**src/rtl/trace_pkt_buffer_if.sv**
```systemverilog
// rtl/trace_pkt_buffer_if.sv - trace packet capture / readout handshake bundle
interface trace_pkt_buffer_if;
    logic        TPE;
    logic [31:0] TP;
    logic        rd_rdy;
    logic        rd_vld;
    logic [31:0] rd_data;

    modport master (
        output TPE,
        output TP,
        output rd_rdy,
        input  rd_vld,
        input  rd_data
    );

    modport slave (
        input  TPE,
        input  TP,
        input  rd_rdy,
        output rd_vld,
        output rd_data
    );
endinterface

```
**src/rtl/trace_pkt_buffer.sv**
```systemverilog
// rtl/trace_pkt_buffer.sv - circular trace FIFO with overflow tracking and halt/post-trigger freeze
// Optional overflow marker word enabled by TRACE_OVF_MARKER_EN.
module trace_pkt_buffer #(
    parameter int DEPTH = 16,
    parameter int AW    = 4,
    parameter int POST  = 4
) (
    input  logic                 clk,
    input  logic                 MRST,
    trace_pkt_buffer_if.slave    bus,
    input  logic                 en,
    input  logic                 halt,
    input  logic                 flush,
    output logic [AW:0]          count,
    output logic                 ovf,
    output logic [15:0]          drop_cnt,
    output logic                 frozen
);

    localparam logic [AW:0]   C_DEPTH = (AW+1)'(DEPTH);
    localparam logic [AW:0]   C_POST  = (AW+1)'(POST);
    localparam logic [AW:0]   C_ONE   = (AW+1)'(1);
    localparam logic [AW-1:0] P_ONE   = (AW)'(1);

    typedef enum logic [1:0] {
        S_IDLE    = 2'd0,
        S_RUN     = 2'd1,
        S_POSTCAP = 2'd2,
        S_FROZEN  = 2'd3
    } state_t;

    state_t         r_state;
    logic [AW-1:0]  r_wptr;
    logic [AW-1:0]  r_rptr;
    logic [AW:0]    r_count;
    logic [AW:0]    r_post;
    logic           r_ovf;
    logic           r_frozen;
    logic           r_halt_q;
    logic [15:0]    r_drop_cnt;
    logic [31:0]    r_mem [DEPTH];

    logic           w_capturing;
    logic           w_cap;
    logic           w_full;
    logic           w_rd_vld;
    logic           w_pop;
    logic           w_push_tp;
    logic           w_push;
    logic           w_drop;
    logic           w_halt_edge;
    logic [AW:0]    w_post_nxt;
    logic [31:0]    w_wdata;

    assign w_capturing = (r_state == S_RUN) || (r_state == S_POSTCAP);
    assign w_cap       = bus.TPE && w_capturing;
    assign w_full      = (r_count == C_DEPTH);
    assign w_rd_vld    = (r_count != '0);
    assign w_pop       = w_rd_vld && bus.rd_rdy;
    // A full FIFO still accepts a word when the head leaves in the same cycle.
    assign w_push_tp   = w_cap && (!w_full || w_pop);
    assign w_drop      = w_cap && w_full && !w_pop;
    assign w_halt_edge = halt && !r_halt_q;
    assign w_post_nxt  = r_post + C_ONE;

`ifdef TRACE_OVF_MARKER_EN
    logic r_mark_pend;
    logic w_mark;

    // Marker only fills idle TPE slots so live trace words are never displaced.
    assign w_mark  = r_mark_pend && w_capturing && !bus.TPE && !w_full;
    assign w_push  = w_push_tp || w_mark;
    assign w_wdata = bus.TPE ? bus.TP : {16'hDEAD, r_drop_cnt};

    always_ff @(posedge clk or negedge MRST) begin
        if (!MRST) begin
            r_mark_pend <= 1'b0;
        end else if (flush) begin
            r_mark_pend <= 1'b0;
        end else if (w_drop) begin
            r_mark_pend <= 1'b1;
        end else if (w_mark) begin
            r_mark_pend <= 1'b0;
        end
    end
`else
    assign w_push  = w_push_tp;
    assign w_wdata = bus.TP;
`endif

    always_ff @(posedge clk) begin
        if (w_push && !flush) begin
            r_mem[r_wptr] <= w_wdata;
        end
    end

    always_ff @(posedge clk or negedge MRST) begin
        if (!MRST) begin
            r_wptr     <= '0;
            r_rptr     <= '0;
            r_count    <= '0;
            r_ovf      <= 1'b0;
            r_drop_cnt <= '0;
        end else if (flush) begin
            r_wptr     <= '0;
            r_rptr     <= '0;
            r_count    <= '0;
            r_ovf      <= 1'b0;
            r_drop_cnt <= '0;
        end else begin
            if (w_push) begin
                r_wptr <= r_wptr + P_ONE;
            end
            if (w_pop) begin
                r_rptr <= r_rptr + P_ONE;
            end
            case ({w_push, w_pop})
                2'b10:   r_count <= r_count + C_ONE;
                2'b01:   r_count <= r_count - C_ONE;
                default: r_count <= r_count;
            endcase
            if (w_drop) begin
                r_ovf <= 1'b1;
                if (r_drop_cnt != 16'hFFFF) begin
                    r_drop_cnt <= r_drop_cnt + 16'd1;
                end
            end
        end
    end

    always_ff @(posedge clk or negedge MRST) begin
        if (!MRST) begin
            r_state  <= S_IDLE;
            r_post   <= '0;
            r_frozen <= 1'b0;
            r_halt_q <= 1'b0;
        end else begin
            r_halt_q <= halt;
            if (flush) begin
                r_state  <= S_IDLE;
                r_post   <= '0;
                r_frozen <= 1'b0;
            end else begin
                case (r_state)
                    S_IDLE: begin
                        if (en) begin
                            r_state <= S_RUN;
                        end
                    end
                    S_RUN: begin
                        if (!en) begin
                            r_state <= S_IDLE;
                        end else if (w_halt_edge) begin
                            if (C_POST == '0) begin
                                r_state  <= S_FROZEN;
                                r_frozen <= 1'b1;
                            end else begin
                                r_state <= S_POSTCAP;
                                r_post  <= '0;
                            end
                        end
                    end
                    S_POSTCAP: begin
                        if (!en) begin
                            r_state <= S_IDLE;
                            r_post  <= '0;
                        end else if (w_push) begin
                            // Dropped words never reach here, so only stored words count.
                            r_post <= w_post_nxt;
                            if (w_post_nxt == C_POST) begin
                                r_state  <= S_FROZEN;
                                r_frozen <= 1'b1;
                            end
                        end
                    end
                    S_FROZEN: begin
                        r_state <= S_FROZEN;
                    end
                    default: begin
                        r_state <= S_IDLE;
                    end
                endcase
            end
        end
    end

    assign bus.rd_vld  = w_rd_vld;
    assign bus.rd_data = w_rd_vld ? r_mem[r_rptr] : 32'h0;
    assign count       = r_count;
    assign ovf         = r_ovf;
    assign drop_cnt    = r_drop_cnt;
    assign frozen      = r_frozen;

endmodule

```
**src/flat_wrapper.sv**
```systemverilog
// flat-port wrapper written by rule: the top's interface ports become plain ports
module trace_pkt_buffer_flat 
#(
    parameter int DEPTH = 16,
    parameter int AW    = 4,
    parameter int POST  = 4
)
  (clk, MRST, en, halt, flush, count, ovf, drop_cnt, frozen, bus_TPE, bus_TP, bus_rd_rdy, bus_rd_vld, bus_rd_data);
  trace_pkt_buffer_if bus_i ();
  input  logic clk;
  input  logic MRST;
  input  logic en;
  input  logic halt;
  input  logic flush;
  output logic [AW:0] count;
  output logic ovf;
  output logic [15:0] drop_cnt;
  output logic frozen;
  input wire logic [$bits(bus_i.TPE)-1:0] bus_TPE;
  input wire logic [$bits(bus_i.TP)-1:0] bus_TP;
  input wire logic [$bits(bus_i.rd_rdy)-1:0] bus_rd_rdy;
  output wire logic [$bits(bus_i.rd_vld)-1:0] bus_rd_vld;
  output wire logic [$bits(bus_i.rd_data)-1:0] bus_rd_data;
  assign bus_i.TPE = bus_TPE;
  assign bus_i.TP = bus_TP;
  assign bus_i.rd_rdy = bus_rd_rdy;
  assign bus_rd_vld = bus_i.rd_vld;
  assign bus_rd_data = bus_i.rd_data;
  trace_pkt_buffer #(.DEPTH(DEPTH), .AW(AW), .POST(POST)) u_core (.clk(clk), .MRST(MRST), .bus(bus_i), .en(en), .halt(halt), .flush(flush), .count(count), .ovf(ovf), .drop_cnt(drop_cnt), .frozen(frozen));
endmodule
```
**config.mk**
```make
export PLATFORM = sky130hd
export DESIGN_NAME = trace_pkt_buffer_flat
export DESIGN_NICKNAME = d
export VERILOG_FILES = /design/src/rtl/trace_pkt_buffer_if.sv /design/src/rtl/trace_pkt_buffer.sv /design/src/flat_wrapper.sv
export SDC_FILE = /design/constraint.sdc
export NUM_CORES = 1
export LEC_CHECK = 0
export CAP_MARGIN = 20
export CORE_MARGIN = 2
export CORE_UTILIZATION = 50
export CTS_CLUSTER_DIAMETER = 30
export DETAILED_ROUTE_END_ITERATION = 16
export PLACE_DENSITY = 0.68
export SLEW_MARGIN = 25
export SYNTH_ARGS = -nofsm -noshare
export SYNTH_HDL_FRONTEND = slang
export SYNTH_SLANG_ARGS = --single-unit
```
**constraint.sdc**
```tcl
create_clock -name clk -period 4.6 [get_ports clk]
set_input_delay 0.69 -clock clk [delete_from_list [all_inputs] [get_ports clk]]
set_output_delay 0.69 -clock clk [all_outputs]
set_load 0.05 [all_outputs]
```
==> impl_metrics.yaml, run 1 <==
sta:
  maxSlewHeadroom_pct: 38.1
  drv_slew: 0
  finalClockSkew_ns: 0.0310
  fmax_mhz: 237
  fin_tns_setup_ns: 0
  rsz0062_at_grt: "no"
  setup_viol: 0
  tightest_slew_ns: 0.929
  hold_viol: 0
  finalCritPeriodShare_pct: 91.6
  timing.final.crit_period_ns: 4.21
  setup_slack_ns: 0.387
grt:
  grt_overflow: 0
  antenna_found_initial: 3
  grt_max_degree: 59
  grt_usage_pct: 22.1
  grt_pass1_wl_mm: 72.5
  grt_pass1_vias: 11600
floorplan:
  placementRows: 76
  io_pins: 95
  coreArea_um2: 43100
  start_util_pct: 50.6
  die_w_um: 213
  fp.dieH_um: 213
  dieArea_um2: 45300
finish:
  final_common_cell: "edfxtp_1"
  final_cell_mix: "512 x edfxtp_1, 128 x mux4_2, 107 x clkbuf_16, 93 x clkdlybuf4s50_1, 70 x mux2i_1"
  final_util_pct: 63.4
  fin_cells: 1919
  drive_above_1_share_pct: 27.8
  area.growth.synth_to_final_pct: 25.3
  final_nets: 1296
synth:
  synth_area_leaders: "edfxtp_1 71%, mux4_2 13%, dfrtp_1 4.5%"
  synthArstFlopShare_pct: 7.08
  ys_warn_count: 0
  synth_seq_cells: 551
  post-synth-top-area-cell: "edfxtp_1"
  syn_avg_cell_area_um2: 20.6
  netlist_area_um2: 21800
  synth_edf_count: 512
  ys_types: 51
  ys_seq_area_share_pct: 75.0
  synth_top_area_share_pct: 70.5
  syn_nets: 1111
  netlist_instances: 1056
  synth_ff_type: "edfxtp_1"
flow_run:
  max-cap-violations: 0
clock_tree:
  cts_setup_buffers: 0
  clock_path_buffers: 3
  htree_levels: 3
  postCtsHoldBufs: 0
  root_buffer: "clkbuf_16"
  cts_buffers: 106
  numClockSinks: 551
  ctsResizeCount: 0
  cts.clk_slew.worst_paths_ns: 0.05
  clock_latency_ns: 0.65
  tritoncts: "done"
drt:
  initialDrtViolationCount: 950
  detail-route-antenna-nets: 0
  vias_per_cell: 5.76
  routed_wl_mm: 47.6
  remaining_drc_errors: 0
  wire_per_inst_um: 24.8
  vias: 11100
  firstDrtPassIters: 5
setup_path:
  worst_path_largest_cell_delay_ns: 0.72
  required_ns: 3.91
  path_delay_family: "buffers and inverters"
  worstSetupPathType: "flop to output port"
  crit_chain: "nor4_1 > buf_4 > nand2b_1 > nand2b_2 > buf_4 > o22ai_1 > clkdlybuf4s50_1"
  end_kind: "output port"
  crit_arrival_ns: 3.52
  cpMaxStageDelayCell: "clkdlybuf4s50_1"
  cp_num_buf_inv: 3
  start_kind: "flop"
  crit_fanout: 24
  crit_top_cell: "buf_4"
power:
  power.density_nw_per_um2: 589
  max-vdd-ir-drop_mv: 0.380
  fin_total_pwr_w: 0.0161
  p_leak_nw: 8.79
placed_design:
  gp_congestion: 0.775
  post-dp-hpwl_mm: 24.3
  pre_cts_slack_ns: 1.03
  io_buffer_count: 94
  placed_cells: 1718
hold_path:
  hp-class: "input pin to asynchronous set/reset pin"
status:
  status: "finished clean"
-- cell type report --
cell class | count | area [um2]
sequential | 551 | 16400
fill | 2931 | 15800
multi-input combinational | 443 | 5280
clock buffer | 124 | 2750
timing repair buffer | 130 | 1280
clock inverter | 75 | 875
tap | 585 | 732
inverter | 9 | 33.8
antenna | 2 | 5.00
-- state kept, by name, summed over array words and instances, names as in the netlist --
signal	count
u_core.count	5
u_core.drop_cnt	16
u_core.frozen	1
u_core.ovf	1
u_core.r_halt_q	1
u_core.r_mem	512
u_core.r_post	5
u_core.r_rptr	4
u_core.r_state	2
u_core.r_wptr	4
-- path summary, 6_finish.rpt --
path / startpoint / slack [ns] / end / cells after the start
max: u_core.count[1]$_DFFE_PN0P_ / 0.39 / bus_rd_data[2] / 7
min: MRST / 0.20 / u_core.drop_cnt[7]$_DFFE_PN0P_ / 1
max reg2reg: u_core.r_state[0]$_DFFE_PN0P_ / 1.52 / u_core.r_mem[10][7]$_DFFE_PP_ / 9
min reg2reg: u_core.frozen$_DFFE_PN0P_ / 0.51 / u_core.frozen$_DFFE_PN0P_ / 2
max in group asynchronous: MRST / 3.70 / u_core.r_rptr[2]$_DFFE_PN0P_ / 1
min in group clk: u_core.frozen$_DFFE_PN0P_ / 0.51 / u_core.frozen$_DFFE_PN0P_ / 2
-- metrics by stage --
stage | hold slack [ns] | instance area [um2]
detailed placement | 0.499 | 23700
CTS | 0.213 | 27300
floorplan | 0.394 | 21800
finish | 0.205 | 27300
global placement | 0.481 | 23700
global route | 0.252 | 27300
-- synthesized netlist by cell type (3+ instances only) --
| cell type | count |
|---|---|
| dfrtp_1 | 39 |
| xnor2_1 | 12 |
| a31oi_1 | 3 |
| nand2_1 | 25 |
| inv_1 | 9 |
| nor3_1 | 12 |
| o21ai_0 | 4 |
| mux2_2 | 4 |
| and2_1 | 4 |
| o22ai_1 | 32 |
| and4_1 | 3 |
| nand4_1 | 10 |
| a21oi_1 | 8 |
| mux2i_1 | 70 |
| nor2b_1 | 4 |
| nand3_1 | 5 |
| xor2_1 | 10 |
| buf_1 | 8 |
| edfxtp_1 | 512 |
| mux4_2 | 128 |
| ha_1 | 15 |
| nor2_1 | 52 |
| buf_2 | 8 |
| nand2b_1 | 10 |
| clkbuf_1 | 31 |
-- layer usage --
metal / up-vias / track usage [%] / routed length [um]
li1: 4777 / - / -
met1: 5849 / 30.8 / 20400
met2: 352 / 35.2 / 23400
met3: 70 / 4.99 / 2920
met4: 2 / 6.97 / 849
met5: - / 0 / 13
-- cell families after synthesis --
family	after synthesis	synth area share, %
buf+inv	62	1.31
fa+ha+maj	16	0.953
simple gates	142	3.39
xor+xnor	22	0.884
mux	202	16.6
compound gates	61	1.80
flops	551	75.0
-- worst register-to-register path, cell delays in order, from the launching register on --
cell	delay, ns
dfrtp_1	0.40
inv_1	0.10
ha_1	0.30
and2_1	0.26
o21ai_0	0.12
buf_4	0.17
nor2_1	0.22
nand2_1	0.27
nor2_4	0.58
buf_4	0.36
-- power breakdown --
part	internal, W	switching (W)
combinational	0.00121	0.00163
sequential	0.00554	0.0000778
clock	0.00496	0.00265
total	0.0117	0.00436
Power figures use the tool's default switching activity.
==> run 2: changes to the inputs <==
--- a/config.mk
+++ b/config.mk
@@ -15,3 +15,4 @@
 export SYNTH_ARGS = -nofsm -noshare
 export SYNTH_HDL_FRONTEND = slang
 export SYNTH_SLANG_ARGS = --single-unit
+export TNS_END_PERCENT = 5
==> constraint.sdc (replaced) <==
create_clock -name clk -period 5.18 [get_ports clk]
set_input_delay 0.777 -clock clk [delete_from_list [all_inputs] [get_ports clk]]
set_output_delay 0.777 -clock clk [all_outputs]
set_load 0.05 [all_outputs]
==> impl_metrics.yaml, run 2 (synthesis gave the netlist of run 1 again) <==
status:
  status: "finished clean"
setup_path:
  required_ns: 4.40
  cp_num_buf_inv: 1
  worstSetupPathType: "flop to output port"
  start_kind: "flop"
  rr_startpoint: "u_core.r_state[0]$_DFFE_PN0P_"
  path_delay_family: "simple AND/OR/NAND/NOR gates"
  reg2reg_slack_ns: 1.96
  worst-path-stages: 5
  r2r_cells: 8
  end_kind: "output port"
  crit_fanout: 32
  crit_arrival_ns: 3.80
  worstReg2RegEnd: "u_core.r_mem[6][6]$_DFFE_PP_"
  crit_end: "bus_rd_data[30]"
  crit_chain: "nor4_1 > nand2b_1 > nand2_2 > o22ai_1 > clkdlybuf4s50_1"
  worst_path_largest_cell_delay_ns: 0.78
  worstSetupStartpoint: "u_core.count[1]$_DFFE_PN0P_"
  cpMaxStageDelayCell: "nand2_2"
clock_tree:
  cts_buffers: 105
  clock_latency_ns: 0.64
  cts_setup_buffers: 0
  root_buffer: "clkbuf_16"
  ctsResizeCount: 0
  postCtsHoldBufs: 0
  cts.clk_slew.worst_paths_ns: 0.05
  clock_path_buffers: 3
  htree_levels: 3
  tritoncts: "done"
  numClockSinks: 551
finish:
  drive_above_1_share_pct: 28.0
  num-fill-cells: 2915
  area.growth.synth_to_final_pct: 25.4
  largest_reg_flops: 512
  fin_area_um2: 27300
  ff_latch_area_um2: 16400
  final_cell_mix: "512 x edfxtp_1, 128 x mux4_2, 107 x clkbuf_16, 93 x clkdlybuf4s50_1, 70 x mux2i_1"
  final_common_cell: "edfxtp_1"
  final_util_pct: 63.4
  largest-register: "u_core.r_mem"
  multiInputGateArea_um2: 5280
  final_nets: 1294
drt:
  routed_wl_mm: 46.1
  wire_per_inst_um: 24.0
  vias: 10900
  initialDrtViolationCount: 917
  remaining_drc_errors: 0
  vias_per_cell: 5.66
  firstDrtPassIters: 7
  detail-route-antenna-nets: 0
grt:
  grt_usage_pct: 21.2
  grt_pass1_wl_mm: 69.8
  grt_pass1_vias: 11300
  antenna_found_initial: 4
  grt_max_degree: 45
  grt_overflow: 0
placed_design:
  place_area_um2: 23700
  gp_congestion: 0.805
  pre_cts_slack_ns: 1.26
  io_buffer_count: 94
  post-dp-hpwl_mm: 24.5
floorplan:
  placementRows: 76
  io_pins: 95
  fp.dieH_um: 213
  dieArea_um2: 45300
  coreArea_um2: 43100
  die_w_um: 213
  start_util_pct: 50.6
sta:
  tightest_slew_ns: 0.954
  rsz0062_at_grt: "no"
  hold_viol: 0
  setup_viol: 0
  fmax_mhz: 219
  drv_slew: 0
  setup_slack_ns: 0.605
  finalCritPeriodShare_pct: 88.3
  timing.final.crit_period_ns: 4.58
  finalClockSkew_ns: 0.0301
  maxSlewHeadroom_pct: 36.2
  fin_tns_setup_ns: 0
hold_path:
  hp-class: "input pin to asynchronous set/reset pin"
flow_run:
  max-cap-violations: 0
power:
  max-vdd-ir-drop_mv: 0.319
  power.density_nw_per_um2: 523
  fin_total_pwr_w: 0.0143
  p_leak_nw: 8.80
## run 2: cell types whose count changed in the layout (fill, tap and decap cells not counted), moves of 2 or more
cell	before	now
bufinv_16	11	15
inv_16	3	1
inv_6	14	6
clkinv_4	8	15
clkinv_2	17	20
clkinv_16	3	0
clkinv_8	0	2
clkinvlp_4	10	12
clkinv_1	8	10
clkbuf_1	16	9
## run 2: worst min-delay path by stage
stage | from | end | cells past startpoint
6_report | MRST | u_core.drop_cnt[9]$_DFFE_PN0P_ | 1
5_1_grt | MRST | u_core.drop_cnt[9]$_DFFE_PN0P_ | 1
4_1_cts | MRST | u_core.drop_cnt[9]$_DFFE_PN0P_ | 1
3_5_place_dp | u_core.ovf$_DFFE_PN0P_ | u_core.ovf$_DFFE_PN0P_ | 2
3_3_place_gp | u_core.ovf$_DFFE_PN0P_ | u_core.ovf$_DFFE_PN0P_ | 2
2_1_floorplan | MRST | u_core.count[0]$_DFFE_PN0P_ | 0
## run 2: report_power, final
part	leakage, nW	internal (W)	switching [W]
clock network	1.75	0.00453	0.00226
registers	5.13	0.00492	0.000103
logic	1.92	0.00107	0.00139
## run 2: per-stage QoR
step           instances  hold slack [ns]
6_report            1917            0.106
5_1_grt             1914            0.115
4_1_cts             1913            0.311
3_5_place_dp        1716            0.488
3_3_place_gp        1716            0.482
2_1_floorplan       1056            0.481
## run 2: per-layer routing
metal	vias up	track usage [%]	share of wire (%)
met5	-	0	0.028
met4	2	6.53	1.9
met3	71	4.94	5.1
met2	295	34.1	49
met1	5711	29.1	44
li1	4776	-	-
## run 2: cell type report
type                            count  area share [%]
Multi-Input combinational cell    443            19.3
Sequential cell                   551            59.9
Antenna cell                        3          0.0275
Clock buffer                      116            9.92
Clock inverter                     81            3.35
Tap cell                          585            2.68
Timing Repair Buffer              129            4.69
Inverter                            9           0.124
## run 2: worst register-to-register path, cell delays in order, from the launching register on
cell     delay [ns]
dfrtp_1        0.40
inv_1          0.10
ha_1           0.30
and2_1         0.25
o21ai_0        0.26
nor2_1         0.31
nand2_1        0.30
nor2_4         0.48
buf_4          0.46
==> run 3: changes to the inputs <==
--- a/config.mk
+++ b/config.mk
@@ -5,12 +5,13 @@
 export SDC_FILE = /design/constraint.sdc
 export NUM_CORES = 1
 export LEC_CHECK = 0
+export ABC_CLOCK_PERIOD_IN_PS = 5180
 export CAP_MARGIN = 20
 export CORE_MARGIN = 2
-export CORE_UTILIZATION = 50
+export CORE_UTILIZATION = 35
 export CTS_CLUSTER_DIAMETER = 30
 export DETAILED_ROUTE_END_ITERATION = 16
-export PLACE_DENSITY = 0.68
+export GPL_TIMING_DRIVEN = 0
 export SLEW_MARGIN = 25
 export SYNTH_ARGS = -nofsm -noshare
 export SYNTH_HDL_FRONTEND = slang
==> impl_metrics.yaml, run 3 (synthesis gave the netlist of run 1 again) <==
setup_path:
  worstSetupPathType: "flop to output port"
  required_ns: 4.40
  r2r_cells: 9
  rr_startpoint: "u_core.r_state[0]$_DFFE_PN0P_"
  crit_arrival_ns: 4.27
  worst_path_largest_cell_delay_ns: 0.89
  start_kind: "flop"
  end_kind: "output port"
  cp_num_buf_inv: 3
  worstReg2RegEnd: "u_core.r_mem[10][11]$_DFFE_PP_"
  reg2reg_slack_ns: 1.85
  cpMaxStageDelayCell: "clkdlybuf4s50_1"
  path_delay_family: "buffers and inverters"
  crit_chain: "buf_1 > clkdlybuf4s15_1 > mux4_2 > mux2i_1 > o22ai_1 > clkdlybuf4s50_1"
  crit_fanout: 10
drt:
  routed_wl_mm: 50.7
  initialDrtViolationCount: 811
  detail-route-antenna-nets: 0
  remaining_drc_errors: 0
  wire_per_inst_um: 22.9
  vias_per_cell: 5.05
  firstDrtPassIters: 4
  vias: 11200
placed_design:
  pre_cts_slack_ns: 0.433
  gp_congestion: 0.765
  post-dp-hpwl_mm: 32.8
  placed_cells: 2025
  io_buffer_count: 94
sta:
  tightest_slew_ns: 1.07
  maxSlewHeadroom_pct: 28.8
  fmax_mhz: 198
  drv_slew: 0
  hold_viol: 0
  setup_viol: 0
  finalClockSkew_ns: 0.0268
  timing.final.crit_period_ns: 5.05
  finalCritPeriodShare_pct: 97.5
  fin_tns_setup_ns: 0
  setup_slack_ns: 0.131
floorplan:
  coreArea_um2: 61600
  placementRows: 91
  io_pins: 95
  dieArea_um2: 64300
  fp.dieH_um: 254
  die_w_um: 254
  start_util_pct: 35.4
hold_path:
  hp-class: "input pin to asynchronous set/reset pin"
grt:
  grt_overflow: 0
  antenna_found_initial: 2
  grt_pass1_wl_mm: 76.5
  grt_pass1_vias: 12100
  grt_max_degree: 24
  grt_usage_pct: 16.2
clock_tree:
  root_buffer: "clkbuf_16"
  cts.clk_slew.worst_paths_ns: 0.05
  postCtsHoldBufs: 0
  htree_levels: 3
  clock_latency_ns: 0.65
  cts_setup_buffers: 0
  tritoncts: "done"
  clock_path_buffers: 3
  cts_buffers: 105
  numClockSinks: 551
finish:
  drive_above_1_share_pct: 27.4
  final_cell_mix: "512 x edfxtp_1, 128 x mux4_2, 106 x clkbuf_16, 93 x clkdlybuf4s50_1, 70 x mux2i_1"
  final_common_cell: "edfxtp_1"
  largest_reg_flops: 512
  final_util_pct: 45.3
  fin_cells: 2220
  area.growth.synth_to_final_pct: 28.1
  final_nets: 1350
  largest-register: "u_core.r_mem"
power:
  power.density_nw_per_um2: 504
  max-vdd-ir-drop_mv: 0.327
  p_leak_nw: 8.91
flow_run:
  max-cap-violations: 0
status:
  status: "finished clean"
## run 3: cell types whose count changed in the layout (fill, tap and decap cells not counted), moves of 5 or more
cell       delta
buf_1         +6
clkinv_2      -5
buf_16        +8
clkbuf_1     +32
bufinv_16     -7
buf_2         +8
clkbuf_2      +5
buf_4         -9
inv_6         +5
clkinv_4      -9
## run 3: through the flow
| step | total power, W | area, um2 | hold slack [ns] |
|---|---|---|---|
| floorplan | 0.00686 | 21800 | 0.481 |
| global placement | 0.00774 | 23800 | 0.489 |
| detailed placement | 0.00776 | 24500 | 0.514 |
| CTS | 0.0142 | 27900 | 0.0678 |
| global route | 0.0146 | 27900 | 0.0972 |
| finish | 0.0141 | 27900 | 0.0770 |
## run 3: repair_timing
action                     4_1_cts  5_1_grt
gates resized for setup          6        3
setup endpoints to repair       16       21
pin swaps                        0        0
## run 3: cell type report
| class | count | area [um2] |
|---|---|---|
| multi-input cells | 443 | 5280 |
| diodes | 1 | 2.50 |
| well taps | 837 | 1050 |
| repair buffers | 132 | 1520 |
| plain buffers | 53 | 279 |
| fillers | 5182 | 33700 |
| inverters | 9 | 33.8 |
| clock buffers | 122 | 2710 |
| clock inverters | 72 | 689 |
| flip-flops and latches | 551 | 16400 |
## run 3: metal layers
metal  vias up  share of wire, %  global-route usage, %
met2       280                52                   27.8
met1      5965                41                   20.3
met4         2               2.0                   5.49
met5         -             0.026                      0
met3        82               5.0                   3.67
li1       4883                 -                      -
## run 3: where the power goes
part | total [W] | switching, W | internal, W
Sequential | 0.00496 | 0.0000414 | 0.00492
Combinational | 0.00269 | 0.00160 | 0.00109
Clock | 0.00643 | 0.00227 | 0.00416
Total | 0.0141 | 0.00391 | 0.0102
## run 3: how the worst max path moves through the flow
stage                                            start                           end  depth (start not counted)
final                     u_core.r_rptr[1]$_DFFE_PN0P_               bus_rd_data[29]                          6
after CTS                  u_core.count[1]$_DFFE_PN0P_               bus_rd_data[29]                          6
after detailed placement  u_core.r_rptr[0]$_DFFE_PN0P_               bus_rd_data[29]                          7
after floorplan                                bus_TPE  u_core.r_mem[3][0]$_DFFE_PP_                          6
after global placement                         bus_TPE  u_core.r_mem[1][6]$_DFFE_PP_                          7
after global routing      u_core.r_rptr[1]$_DFFE_PN0P_               bus_rd_data[29]                          6
## run 3: worst reg2reg max path: stages, from the launching register on
cell	delay, ns
dfrtp_1	0.41
inv_1	0.10
ha_1	0.30
and2_1	0.12
clkbuf_1	0.27
o21ai_0	0.29
nor2_1	0.29
nand2_1	0.30
nor2_4	0.63
buf_12	0.27
